--- config.mk ---
export PLATFORM = sky130hd
export DESIGN_NAME = sram_ctrl
export DESIGN_NICKNAME = d
export VERILOG_FILES = /design/src/rtl/sram_ctrl.sv
export SDC_FILE = /design/constraint.sdc
export NUM_CORES = 1
export LEC_CHECK = 0
export CORE_MARGIN = 2
export CORE_UTILIZATION = 30
export DETAILED_ROUTE_END_ITERATION = 7
export PLACE_DENSITY = 0.68
export SLEW_MARGIN = 20
export SYNTH_ARGS = -nofsm -noshare
export SYNTH_HDL_FRONTEND = slang
export SYNTH_SLANG_ARGS = --single-unit
export TNS_END_PERCENT = 30
--- constraint.sdc ---
create_clock -name clk -period 1.77 [get_ports clk]
set_input_delay 0.354 -clock clk [delete_from_list [all_inputs] [get_ports clk]]
set_output_delay 0.354 -clock clk [all_outputs]
set_load 0.02 [all_outputs]
--- src/rtl/sram_ctrl.sv ---
// sram_ctrl: 32-bit requester to 16-bit async SRAM bridge, two half-word phases per access; define SRAM_PERF_CNT_EN for access counters.
module sram_ctrl #(
  parameter int DATA_W      = 32,
  parameter int SRAM_DW     = 16,
  parameter int SRAM_AW     = 18,
  parameter int BASE_ADDR   = 1024,
  parameter int WAIT_CYCLES = 5
) (
  input  logic               clk,
  input  logic               rst,
  input  logic               rd_en,
  input  logic               wr_en,
  input  logic [31:0]        address,
  input  logic [DATA_W-1:0]  write_data,
  output logic [DATA_W-1:0]  read_data,
  output logic               ready,
  output logic [SRAM_AW-1:0] sram_addr,
  output logic [SRAM_DW-1:0] sram_dq_out,
  output logic               sram_dq_oe,
  input  logic [SRAM_DW-1:0] sram_dq_in,
  output logic               sram_we_n,
  output logic [31:0]        rd_count,
  output logic [31:0]        wr_count
);
  localparam int IW = SRAM_AW - 1;
  localparam logic [3:0] RELOAD = 4'(WAIT_CYCLES - 1);
  typedef enum logic [2:0] {IDLE, RD_LO, RD_HI, WR_LO, WR_HI, DONE} state_t;
  state_t state, state_nx;
  logic [3:0] cnt, cnt_nx;
  logic [IW-1:0] idx;
  logic [DATA_W-1:0] wdata;
  logic [31:0] offs;
  logic last, lo, hi, wr_ph, unused_offs;
  assign offs        = address - 32'(BASE_ADDR);
  assign unused_offs = ^{offs[31:IW+2], offs[1:0]};
  assign last        = cnt == 4'd0;
  assign lo          = state == RD_LO || state == WR_LO;
  assign hi          = state == RD_HI || state == WR_HI;
  assign wr_ph       = state == WR_LO || state == WR_HI;
  always_comb begin
    state_nx = state;
    cnt_nx   = last ? 4'd0 : cnt - 4'd1;
    case (state)
      IDLE: begin
        state_nx = wr_en ? WR_LO : rd_en ? RD_LO : IDLE;
        cnt_nx   = (wr_en || rd_en) ? RELOAD : 4'd0;
      end
      RD_LO: if (last) begin state_nx = RD_HI; cnt_nx = RELOAD; end
      WR_LO: if (last) begin state_nx = WR_HI; cnt_nx = RELOAD; end
      RD_HI, WR_HI: if (last) state_nx = DONE;
      default: state_nx = IDLE;
    endcase
  end
  assign ready       = state == DONE || (state == IDLE && !rd_en && !wr_en);
  assign sram_addr   = lo ? {idx, 1'b0} : hi ? {idx, 1'b1} : '0;
  assign sram_dq_oe  = wr_ph;
  // final cycle of each write phase releases the strobe for data hold
  assign sram_we_n   = !(wr_ph && !last);
  assign sram_dq_out = state == WR_LO ? wdata[SRAM_DW-1:0] :
                       state == WR_HI ? wdata[DATA_W-1:SRAM_DW] : '0;
  always_ff @(posedge clk) begin
    if (rst) begin
      state     <= IDLE;
      cnt       <= 4'd0;
      idx       <= '0;
      wdata     <= '0;
      read_data <= '0;
    end else begin
      state <= state_nx;
      cnt   <= cnt_nx;
      if (state == IDLE) begin
        idx   <= offs[IW+1:2];
        wdata <= write_data;
      end
      if (state == RD_LO && last) read_data[SRAM_DW-1:0] <= sram_dq_in;
      if (state == RD_HI && last) read_data[DATA_W-1:SRAM_DW] <= sram_dq_in;
    end
  end
`ifdef SRAM_PERF_CNT_EN
  logic is_wr;
  always_ff @(posedge clk) begin
    if (rst) begin
      is_wr    <= 1'b0;
      rd_count <= '0;
      wr_count <= '0;
    end else begin
      if (state == IDLE) is_wr <= wr_en;
      if (state == DONE && is_wr) wr_count <= wr_count + 32'd1;
      if (state == DONE && !is_wr) rd_count <= rd_count + 32'd1;
    end
  end
`else
  assign rd_count = '0;
  assign wr_count = '0;
`endif
endmodule

==> key figures <==
Status
  – Status: complete, but fails checks
  – Violated checks: negative setup slack

CTS
  – CTS sink count: 88
  – CTS tree: built
  – # hold bufs at CTS: 0
  – CTS root buf: clkbuf_16
  – TritonCTS Buffers: 9
  – CTS clk-pin slew, worst paths: 0.06 ns
  – Skew-Pair Late Insertion Delay: 0.34 ns
  – H-tree lvl count: 3
  – Clock tree buffer depth: 2

Cells and area
  – Synth-to-layout area growth: 46.1%
  – Number of diodes: 0
  – Fillers: 1416
  – Post-route cell area: 0.00611 sq mm
  – Fin cells: 863
  – Layout cells sized above 1: 0.176
  – Final nets: 763

Route
  – Routed wl met2: 5810 um
  – DR WL met3: 862 um
  – Iter 0 DRT Violations: 215
  – First-pass iteration count of the detailed router: 6
  – Wl on met1: 4930 um
  – Total Wirelength: 11700 um
  – ANT nets after route: 0
  – Vias: 3941
  – Remaining DRCs: 0
  – Max layer used: met4
  – Via-to-Cell Ratio: 4.57
  – Drt wl/cell: 13.6 um

Worst setup path
  – Setup crit end kind: primary output
  – Critical path origin: state[0]$_SDFFE_PP0P_
  – Worst reg2reg path startpoint: state[0]$_SDFFE_PP0P_
  – CP Max Fanout: 7
  – Top delay family on crit path: buffers and inverters
  – Worst path required time: 1.42 ns
  – Worst EP arrival: 1.57 ns
  – Max incr delay on CP: 0.34 ns
  – Setup crit start kind: register
  – Worst path slowest cell: dfxtp_2
  – Crit path top cell by count: buf_6
  – Critical path buffers and inverters: 3
  – CP cell instances: buf_6 > nor3b_4 > buf_6 > a22o_1 > buf_6
  – Critical setup path kind: reg2out

STA
  – FMAX: 520 MHz
  – Period minus WS final: 1.92 ns
  – TNS Setup: -2.73 ns
  – Fin worst setup slack: -0.152 ns
  – Worst clock skew: 0.00539 ns
  – RSZ-0062 raised after global routing: true
  – Max-slew violations: 0
  – Least-Margin Pin Slew: 0.576 ns
  – Setup Viol. Count Final: 36
  – Final Hold Fails: 0
  – Final period util: 1.09
  – Max_slew headroom: 0.616

Flow run
  – Number of max-cap violations: 0

Floorplan
  – Initial core utilization: 0.304
  – Core Rows: 43
  – Die H: 122 um
  – Top-Level Pins: 217
  – Die Wd: 122 um
  – Core Region: 0.0138 sq mm
  – Die area: 0.0149 sq mm

Yosys
  – Synth Instances: 524
  – Post-Syn Area: 0.00418 sq mm
  – Ys Warns: 0
  – Number of synthesized flops with an enable pin: 0
  – Area contributors post-synth: dfxtp_1, buf_4, a21oi_1
  – Synth top area share: 0.421
  – Post-synth top cells: dfxtp_1, nand2_1, a21oi_1, buf_4, o21ai_0
  – Count leader, synth: dfxtp_1
  – Ys async rst share: 0
  – Synth area leader: dfxtp_1
  – Register area share after synthesis: 0.421
  – Ys flop type: dfxtp_1
  – Post-synthesis register bit count: 88
  – Yosys cell types: 39
  – Syn_area_per_cell: 7.98 sq um

Global route
  – Total Routing Usage GR: 0.154
  – Remaining Overflow, GRT: 0
  – First-pass GRT wire length: 18100 um
  – Vias in the first global route: 3688
  – Largest net degree at the start of global routing: 41
  – Initial antenna violation count: 0

Place
  – DP HPWL: 7930 um
  – Port Buffer Count: 137
  – Pre-CTS WS: -0.409 ns
  – Placed Cells: 843
  – Cell Area, Placed: 0.00574 sq mm
  – GPL Wtd Cong: 0.778

Power and ir drop
  – PwrDens: 1620 mW/mm^2
  – Pwr Total: 9.91 mW
  – Worst vdd ir: 851 uV
  – Switch Pwr: 4.14 mW
  – Sequential power share: 0.296
  – Int Power: 5.77 mW
  – Comb pwr share: 0.522
  – Clock Power Share: 0.182
  – P_leak: 2.46 nW
  – Switching part of the total power: 0.417

Worst hold path
  – Worst hold start: idx[0]$_SDFFE_PP0P_
  – Hold WC Path Type: reg2reg
[sequential cells by signal (all words and copies together) (netlist names)]
signal,cells
read_data,32
wdata,32
idx,17
cnt,4
state,3
[power groups by stage]
stage	combinational, mW	clock, mW	sequential, mW
final	5.17	1.81	2.93
after global routing	5.64	1.97	3.02
after CTS	5.12	1.88	2.92
after detailed placement	5.04	0	2.94
after global placement	5.03	0	2.92
after floorplan	2.90	0	3.07
[stage by stage]
step,hold WS [ns],util
finish,0.449,0.444
detailed placement,0.443,0.417
global placement,0.439,0.417
floorplan,0.432,-
CTS,0.452,0.440
global route,0.471,0.444
[per-layer routing]
metal	track usage	up-vias
li1	-	1978
met3	0.0637	10
met4	0.0359	0
met1	0.184	1827
met5	0	-
met2	0.257	126
[worst paths after layout]
path / end / slack [ns] / depth (start not counted)
worst max-delay path: sram_dq_out[9] / -0.15 / 5
worst min-delay path: idx[0]$_SDFFE_PP0P_ / 0.45 / 2
worst max register to register: idx[12]$_SDFFE_PP0P_ / 0.02 / 7
worst min register to register: idx[0]$_SDFFE_PP0P_ / 0.45 / 2
[tightest hold or removal path, cell delays in order (launching register included)]
cell     delay (ns)
dfxtp_1        0.30
nand2_1        0.05
a21oi_1        0.05
[cell usage in the layout, fill, tap and decap left out, drive strengths merged, types with 2 or more instances in the layout]
cell,netlist,routed
buf,74,84
or4,3,3
and2,18,19
nor2,16,16
o21ai,39,39
nor4,5,5
nand2,84,84
or3b,2,2
clkbuf,30,12
nor3,2,2
clkdlybuf4s50,0,99
inv,4,4
a211oi,7,7
xnor2,4,4
a22o,16,16
nor3b,4,4
a21oi,74,74
nand3,32,32
conb,1,64
clkinvlp,0,2
or3,4,4
a31oi,2,2
dfxtp,88,88
a311oi,5,5
clkinv,0,2
[cells by family after synthesis]
kind of cell | after synthesis | share of synthesized area
and+or+nand+nor | 176 | 0.207
AOI/OAI and AO/OA | 146 | 0.201
buffers and inverters | 108 | 0.158
DFF | 88 | 0.421
xor gates and xnor gates | 4 | 0.00838
adders and majority gates | 1 | 0.00299
other | 1 | 0.000897
[layout make-up]
| type | instances | area (sq um) | share of cell area |
|---|---|---|---|
| clock buffer | 12 | 256 | 0.0420 |
| clock inverter | 4 | 28.8 | 0.00471 |
| inverter | 4 | 15.0 | 0.00246 |
| multi-input combinational | 392 | 2070 | 0.339 |
| sequential | 88 | 1770 | 0.290 |
| tap | 180 | 225 | 0.0369 |
| timing repair buffer | 183 | 1740 | 0.285 |
[timing repair]
action | in CTS | in global routing
buffers inserted | 3 | 0
pin swaps | 20 | 2
gates cloned | 1 | 1
resized for setup | 213 | 10
setup endpoints to repair | 77 | 87
Power figures use the tool's default switching activity.
